--- src/rtl/ifu_exu_ibuf_pkg.sv ---
// Shared defines for the IFU/EXU instruction buffer: instruction and PC
// widths, plus the RV32 length encoding in IR[1:0] and a decode helper.
package ifu_exu_ibuf_pkg;

  localparam int         IBUF_XLEN    = 32;
  localparam int         IBUF_PC_SIZE = 32;
  localparam logic [1:0] RV32_OPLEN   = 2'b11;

  // Anything other than 2'b11 in the low two bits is a 16-bit instruction.
  function automatic logic is_rv32(input logic [1:0] op_len);
    return (op_len == RV32_OPLEN);
  endfunction

endpackage

--- src/rtl/ifu_exu_ibuf_rv32_dec.sv ---
// ibuf_rv32_dec: pure instruction-length pre-decode of IR[1:0].
// Kept standalone so the IFU PC-increment logic can reuse the same decode.
module ibuf_rv32_dec
  import ifu_exu_ibuf_pkg::*;
(
  input  logic [1:0] ir_len_i,
  output logic       rv32_o
);

  assign rv32_o = is_rv32(ir_len_i);

endmodule

--- src/rtl/ifu_exu_ibuf.sv ---
// ifu_exu_ibuf: {PC, IR} FIFO decoupling fetch from execute stalls.
// First-word-fall-through head, registered-only IFU ready, flush and reset
// both clear the pointers; reset also clears the storage.
// Optional macro IFU_EXU_IBUF_BYPASS_EN: when the buffer is empty the IFU
// input is forwarded combinationally to the EXU (0-cycle latency).
module ifu_exu_ibuf
  import ifu_exu_ibuf_pkg::*;
#(
  parameter  int DEPTH   = 2,
  parameter  int XLEN    = IBUF_XLEN,
  parameter  int PC_SIZE = IBUF_PC_SIZE,
  localparam int PW      = $clog2(DEPTH),
  localparam int CW      = $clog2(DEPTH) + 1
) (
  input  logic               clk,
  input  logic               rst,
  input  logic               ibuf_i_ifu_valid,
  output logic               ibuf_o_ifu_ready,
  input  logic [XLEN-1:0]    ibuf_i_ir,
  input  logic [PC_SIZE-1:0] ibuf_i_pc,
  input  logic               ibuf_i_flush,
  output logic               ibuf_o_exu_valid,
  input  logic               ibuf_i_exu_ready,
  output logic [XLEN-1:0]    ibuf_o_ir,
  output logic [PC_SIZE-1:0] ibuf_o_pc,
  output logic               ibuf_o_rv32,
  output logic [CW-1:0]      ibuf_o_count
);

  localparam logic [CW-1:0] FULL_CNT = CW'(DEPTH);

  logic [XLEN-1:0]    ir_mem_q [DEPTH];
  logic [PC_SIZE-1:0] pc_mem_q [DEPTH];

  logic [PW-1:0] rd_ptr_q, rd_ptr_d;
  logic [PW-1:0] wr_ptr_q, wr_ptr_d;
  logic [CW-1:0] count_q,  count_d;

  logic               empty;
  logic               push;
  logic               pop_fifo;
  logic               wr_en;
  logic               bypass_take;
  logic [XLEN-1:0]    head_ir;
  logic [PC_SIZE-1:0] head_pc;

  assign empty   = (count_q == '0);
  assign head_ir = ir_mem_q[rd_ptr_q];
  assign head_pc = pc_mem_q[rd_ptr_q];

  // Ready depends on registered occupancy only, so a full buffer refuses a
  // push even when the EXU pops in the same cycle.
  assign ibuf_o_ifu_ready = (count_q != FULL_CNT);
  assign push             = ibuf_i_ifu_valid & ibuf_o_ifu_ready;

`ifdef IFU_EXU_IBUF_BYPASS_EN
  logic bypass_act;

  // Forward the IFU input only while empty and not flushing.
  assign bypass_act       = empty & ~ibuf_i_flush;
  assign ibuf_o_exu_valid = bypass_act ? ibuf_i_ifu_valid : ~empty;
  assign ibuf_o_ir        = bypass_act ? ibuf_i_ir : head_ir;
  assign ibuf_o_pc        = bypass_act ? ibuf_i_pc : head_pc;
  // A forwarded instruction that the EXU takes is never written.
  assign bypass_take      = bypass_act & ibuf_i_ifu_valid & ibuf_i_exu_ready;
`else
  assign ibuf_o_exu_valid = ~empty;
  assign ibuf_o_ir        = head_ir;
  assign ibuf_o_pc        = head_pc;
  assign bypass_take      = 1'b0;
`endif

  assign pop_fifo     = ~empty & ibuf_i_exu_ready;
  assign wr_en        = push & ~bypass_take;
  assign ibuf_o_count = count_q;

  ibuf_rv32_dec u_rv32_dec (
    .ir_len_i (ibuf_o_ir[1:0]),
    .rv32_o   (ibuf_o_rv32)
  );

  // Pointer/count next state; flush discards any same-cycle push or pop.
  always_comb begin
    rd_ptr_d = rd_ptr_q;
    wr_ptr_d = wr_ptr_q;
    count_d  = count_q;
    if (ibuf_i_flush) begin
      rd_ptr_d = '0;
      wr_ptr_d = '0;
      count_d  = '0;
    end else begin
      if (wr_en)    wr_ptr_d = wr_ptr_q + 1'b1;
      if (pop_fifo) rd_ptr_d = rd_ptr_q + 1'b1;
      if (wr_en && !pop_fifo)      count_d = count_q + 1'b1;
      else if (!wr_en && pop_fifo) count_d = count_q - 1'b1;
    end
  end

  // Pointer/count registers; reset wins over flush.
  always_ff @(posedge clk) begin
    if (rst) begin
      rd_ptr_q <= '0;
      wr_ptr_q <= '0;
      count_q  <= '0;
    end else begin
      rd_ptr_q <= rd_ptr_d;
      wr_ptr_q <= wr_ptr_d;
      count_q  <= count_d;
    end
  end

  // Entry storage: cleared on reset so empty outputs are never X; written
  // at the tail only, which can never be the live head while not full.
  always_ff @(posedge clk) begin
    if (rst) begin
      for (int i = 0; i < DEPTH; i++) begin
        ir_mem_q[i] <= '0;
        pc_mem_q[i] <= '0;
      end
    end else if (wr_en && !ibuf_i_flush) begin
      ir_mem_q[wr_ptr_q] <= ibuf_i_ir;
      pc_mem_q[wr_ptr_q] <= ibuf_i_pc;
    end
  end

endmodule

--- config.mk ---
export PLATFORM = sky130hd
export DESIGN_NAME = ifu_exu_ibuf
export DESIGN_NICKNAME = d
export VERILOG_FILES = /design/src/rtl/ifu_exu_ibuf_pkg.sv /design/src/rtl/ifu_exu_ibuf_rv32_dec.sv /design/src/rtl/ifu_exu_ibuf.sv
export SDC_FILE = /design/constraint.sdc
export NUM_CORES = 1
export LEC_CHECK = 0
export ABC_AREA = 1
export BUFFER_PORTS_ARGS = -buffer_cell sky130_fd_sc_hd__buf_2
export CAP_MARGIN = 15
export CORE_MARGIN = 3
export CORE_UTILIZATION = 45
export DETAILED_ROUTE_END_ITERATION = 8
export PLACE_DENSITY = 0.75
export SETUP_SLACK_MARGIN = 0.5
export SYNTH_ARGS = -nofsm -noshare
export SYNTH_HDL_FRONTEND = slang
export SYNTH_SLANG_ARGS = --single-unit
--- constraint.sdc ---
create_clock -name clk -period 2.79 [get_ports clk]
set_clock_uncertainty 0.1 [all_clocks]
set_input_delay 0.1395 -clock clk [delete_from_list [all_inputs] [get_ports clk]]
set_output_delay 0.1395 -clock clk [all_outputs]
set_load 0.01 [all_outputs]
=== Word level (Yosys, flattened, before mapping) ===
Memory sizes are Yosys's and may differ from the RTL's. A register that Yosys moved wholly into a read port is not among the register bits.
Cells that the tools add are included.

* Bits in registers: 4
* Bits in writable memories: 128
* Input bits: 69
* Output and inout port bits: 69
* Word-level logic and storage cells: 42
* Memories: 2

* Add/subtract/negate cells: 4
* Equal/unequal tests: 2
* Mux-type cells: 17
* Bitwise logic cells: 3
* Reduce and logical (&&, ||, !) cells: 11

{| class="wikitable"
|+ Memory list
! name !! words !! width !! rd ports !! clocked after Yosys merged registers in !! wr ports !! RTL line !! RTL
|-
| ir_mem_q || 2 || 32 || 1 || 1 || 2 || ifu_exu_ibuf.sv:32 || <nowiki>logic [XLEN-1:0] ir_mem_q [DEPTH];</nowiki>
|-
| pc_mem_q || 2 || 32 || 1 || 1 || 2 || ifu_exu_ibuf.sv:33 || <nowiki>logic [PC_SIZE-1:0] pc_mem_q [DEPTH];</nowiki>
|}

{| class="wikitable"
|+ Operators with widths
! kind !! number
|-
| $mux 32 || 2
|-
| $reduce_or 32->1 || 2
|-
| $mux 1 || 13
|-
| $mux 2 || 2
|-
| $logic_and 1x1->1 || 3
|-
| $logic_not 1->1 || 3
|-
| $add 1x1->1 const B || 2
|-
| $add 2x1->2 const B || 1
|-
| $and 1x1->1 || 2
|-
| $eq 2x2->1 const B || 1
|-
| $logic_not 2->1 || 1
|-
| $ne 2x2->1 const B || 1
|-
| $reduce_bool 2->1 || 1
|-
| $reduce_or 2->1 || 1
|-
| $sub 2x1->2 const B || 1
|-
| $not 1->1 || 1
|}

=== Longest topological paths before layout ===
* Word-level depth: 8
* Gate-level depth with buffers: 10
* Gate-level depth less buffers: 10

=== Cells and area by module ===
A second synthesis with hierarchy kept.

* Cell total of the unflattened synthesis: 444
* Area total of the unflattened synthesis: 5799.3 µm²

{| class="wikitable"
|+ Modules (own cells, without submodules)
! module !! instances !! cells an instance !! area each (µm²) !! seq. area each (µm²)
|-
| ifu_exu_ibuf || 1 || 442 || 5791.8 || 3943.8
|-
| ibuf_rv32_dec || 1 || 2 || 7.5 || 0.0
|}

=== Worst setup path before layout ===
No wires, ideal clock.

* Kind: register to register
* From: register count_q[0] (netlist: ibuf_o_count[0])
* To: memory ir_mem_q[1][0] (netlist name), enable pin
* Library setup time: 0.424 ns
* Arrival: 2.440 ns
* Data required time: 2.266 ns
* Slack: -0.174 ns
* Stages on the path, launching flop included: 7
* Buffers on the path: 2
* Period minus slack after synthesis: 2.964 ns
* Path through: dfxtp_1 inv_2 a21boi_4 nand3_2 buf_4 buf_4 nand2_1

{| class="wikitable"
|+ RTL lines
! item !! RTL line !! RTL
|-
| start, declared || ifu_exu_ibuf.sv:37 || <nowiki>logic [CW-1:0] count_q, count_d;</nowiki>
|-
| start signal, assigned || ifu_exu_ibuf.sv:108 || <nowiki>count_q <= count_d;</nowiki>
|-
| end, declared || ifu_exu_ibuf.sv:32 ||
|}

=== Worst setup path in the final report ===
* From: input ibuf_i_flush
* To: register rd_ptr_q

* Longest elaborated chain between the ends: 1

{| class="wikitable"
|+ RTL lines
! item !! RTL line !! RTL
|-
| start, declared || ifu_exu_ibuf.sv:21 || <nowiki>input logic ibuf_i_flush,</nowiki>
|-
| $reduce_or 2->1 (no line) || n/a ||
|-
| end signal, assigned || ifu_exu_ibuf.sv:106 || <nowiki>rd_ptr_q <= rd_ptr_d;</nowiki>
|-
| end, declared || ifu_exu_ibuf.sv:35 || <nowiki>logic [PW-1:0] rd_ptr_q, rd_ptr_d;</nowiki>
|}

Every way passes these cells.
A chain may end at the register's enable or synchronous reset.

==> results.sh <==
export IMPL_status="finished clean"
export IMPL_synth_ff_latch_count=133
export IMPL_worst_path_buf_inv=4
export IMPL_internal_mw=3.90
export IMPL_die_height_um=119
export IMPL_rsz0062_at_grt="false"
export IMPL_routed_wirelength_mm=12.3
export IMPL_synthesis_instances=449
export IMPL_netlist_area_um2=5770
export IMPL_period_utilization_post_route_pct=78.0
export IMPL_ys_warnings_count=0
export IMPL_io_buffers=137
export IMPL_globalRouteOverflowTotal=0
export IMPL_dieArea_um2=14200
export IMPL_clockPowerShare_pct=43.1
export IMPL_slew_limit_headroom_pct=42.3
export IMPL_post_synth_main_area_contributors="edfxtp_1 (67%), mux2_2 (12%), nor2_1 (7.3%)"
export IMPL_layout_filler_cells=929
export IMPL_period_needed_ns=2.18
export IMPL_cts_htree_levels=4
export IMPL_finalSetupViolCount=0
export IMPL_min_path_type="in2reg"
export IMPL_clk_pin_slew_worst_paths_ns=0.06
export IMPL_numCtsBuffers=17
export IMPL_maxCapViolCount=0
export IMPL_synthDistinctLibCells=20
export IMPL_place_worst_setup_slack_ns=0.898
export IMPL_cts_sinks=133
export IMPL_drt_iter0_drc=219
export IMPL_gp_routability_congestion=0.724
export IMPL_detailedPlacementHpwl_mm=6.76
export IMPL_power_sequential_fraction_pct=47.0
export IMPL_crit_path_frequent_cell="dlygate4sd3_1"
export IMPL_route_vias_total=3869
export IMPL_max_slew_worst_pin_slew_ns=0.866
export IMPL_finalMaxSlewViolations=0
export IMPL_routed_via_density=4.62
export IMPL_first_global_vias=4155
export IMPL_cpPeakStageDelay_ns=0.67
export IMPL_mappedNetlistNets=519
export IMPL_number_of_placed_cells_counting_well_taps=737
export IMPL_core_rowCount=40
export IMPL_grt_first_pass_wirelength_mm=19.6
export IMPL_cts_root_buffer="clkbuf_16"
export IMPL_grt_start_max_net_pins=67
export IMPL_category_of_the_critical_setup_timing_path="in2reg"
export IMPL_drive_gt1_share_pct=38.7
export IMPL_max_stage_delay_cell_worst_path="dlygate4sd3_1"
export IMPL_design_core_area_um2=12300
export IMPL_synthDominantCellAreaShare_pct=66.6
export IMPL_hold_violation_count_in_the_final_report=0
export IMPL_gr_usage_all_layers_pct=17.6
export IMPL_die_width_um=119
export IMPL_p_leak_nw=3.55
export IMPL_totalNegativeSetupSlack_ns=0
export IMPL_initial_core_util_pct=47.1
export IMPL_critPathCaptureType="flip-flop"
export IMPL_drt_antenna_violating_nets=0
export IMPL_antenna_cells=0
export IMPL_route_detailed_drc=0
export IMPL_power_switching_fraction_pct=21.3
export IMPL_crit_start_category="input pin"
export IMPL_power_switching_mw=1.06
export IMPL_initial_antenna_violation_count=0
export IMPL_clkLatencyLatePin_ns=0.41
export IMPL_layout_area_overhead_vs_synth_pct=36.4
export IMPL_crit_chain="dlygate4sd3_1 -> buf_2 -> nor2_2 -> dlygate4sd3_1 -> nand2_1 -> nor2_1 -> dlygate4sd3_1"
export IMPL_ir_worst_vdd_v=0.000359
export IMPL_final_critical_path_setup_slack_ns=0.615
export IMPL_ys_seq_area_share_pct=68.3
export IMPL_worstPathMaxFanout=4
export IMPL_final_net_count=727
export IMPL_power_density_nw_per_um2=629
export IMPL_power_share_combinational_pct=9.9
export IMPL_max_freq_mhz=460
export IMPL_cp_data_required_time_ns=3.04
export IMPL_drt_first_pass_iters=4
export IMPL_timing_critical_path_max_delay_family="buffers and inverters"
export IMPL_critical_path_arrival_ns=2.42
export IMPL_count_of_boundary_i_o_pins=138
export IMPL_clock_tree_from_tritoncts="yes"
export IMPL_synthesis_area_per_instance_um2=12.9
export IMPL_routed_wire_length_per_instance_um=14.7
export IMPL_synth_top_cell_by_area="edfxtp_1"
export IMPL_final_cell_count_no_fill=838
export IMPL_clock_tree_buffer_depth=2
power groups by stage:
stage / combinational (mW) / sequential (mW) / clock, mW
3_3_place_gp: 0.401 / 2.37 / 0
4_1_cts: 0.484 / 2.34 / 2.17
2_1_floorplan: 0.248 / 2.36 / 0
5_1_grt: 0.534 / 2.34 / 2.26
3_5_place_dp: 0.409 / 2.38 / 0
6_report: 0.490 / 2.33 / 2.13
worst min-delay path, stage by stage:
cell and delay (ns):
buf_2 0.10, a21boi_4 0.15, o21ai_0 0.17
stage by stage:
stage	util, %	total power, mW	instance area (µm²)	hold slack (ns)
floorplan	-	2.60	5790	0.212
global placement	53.8	2.77	6600	0.334
detailed placement	53.8	2.79	6600	0.343
CTS	64.0	4.99	7850	0.0837
global route	64.2	5.14	7870	0.102
finish	64.2	4.95	7870	0.0994
what timing repair did:
item	CTS	global route
gates resized for setup	0	0
endpoints found under the setup margin	0	7
hold buffers	68	0
setup buffers	0	1
hold endpoints to repair	132	0
cell usage after synthesis:
cell type / instances
nor2_1: 112
a21oi_1: 2
ha_1: 1
dfxtp_1: 5
clkbuf_1: 3
inv_2: 1
nand3_1: 2
nand4_1: 1
buf_4: 5
mux2_2: 62
buf_6: 6
nand2_1: 13
edfxtp_1: 128
o21ai_0: 4
inv_1: 73
buf_2: 7
nand3b_2: 1
nand3_2: 1
a21boi_4: 1
nor2_2: 21
final timing paths:
check / from / end / slack [ns] / depth (start not counted)
hold reg to reg: wr_ptr_q / wr_ptr_q / 0.42 / 2
hold / removal: ibuf_i_ifu_valid / wr_ptr_q / 0.1 / 3
setup / recovery: ibuf_i_flush / rd_ptr_q / 0.61 / 7
setup reg to reg: ibuf_o_count[1] / ir_mem_q[0][26] / 0.89 / 4
layer usage:
metal	up-vias	wire length, µm	track usage, %
met2	112	6330	30.9
met4	0	166	6.15
met5	-	0	0
li1	1890	-	-
met3	17	617	5.03
met1	1850	5190	20.7
flip-flops by register name (all words and copies together), names as in the netlist, named ones only:
register / count
ir_mem_q: 64
pc_mem_q: 64
ibuf_o_count: 2
rd_ptr_q: 1
wr_ptr_q: 1
kinds of logic (layout without fill, tap and decap cells):
| group | count (synthesis) | after routing | share of synthesized area, % |
|---|---|---|---|
| buf+inv | 95 | 316 | 7.44 |
| fa+ha+maj | 1 | 1 | 0.217 |
| mux | 62 | 62 | 12.1 |
| compound gates | 7 | 7 | 0.846 |
| flops | 133 | 133 | 68.3 |
| simple gates | 151 | 151 | 11.1 |
layout by cell type, fill, tap and decap left out, drive strengths merged:
cell,instances
a21oi,2
clkinvlp,3
clkbuf,24
a21boi,1
mux2,62
o21ai,4
nand3,3
inv,74
buf,142
dfxtp,5
nor2,133
bufinv,2
edfxtp,128
clkinv,3
ha,1
dlygate4sd3,68
nand2,13
nand4,1
nand3b,1
layout make-up:
class	instances	area, µm²	share of cell area [%]
Timing Repair Buffer	210	1440	18.3
Inverter	74	278	3.53
Sequential cell	133	3950	50.2
Clock buffer	24	472	5.99
Clock inverter	8	101	1.29
Tap cell	168	210	2.67
Multi-Input combinational cell	221	1420	18.1
Power figures use the tool's default switching activity.
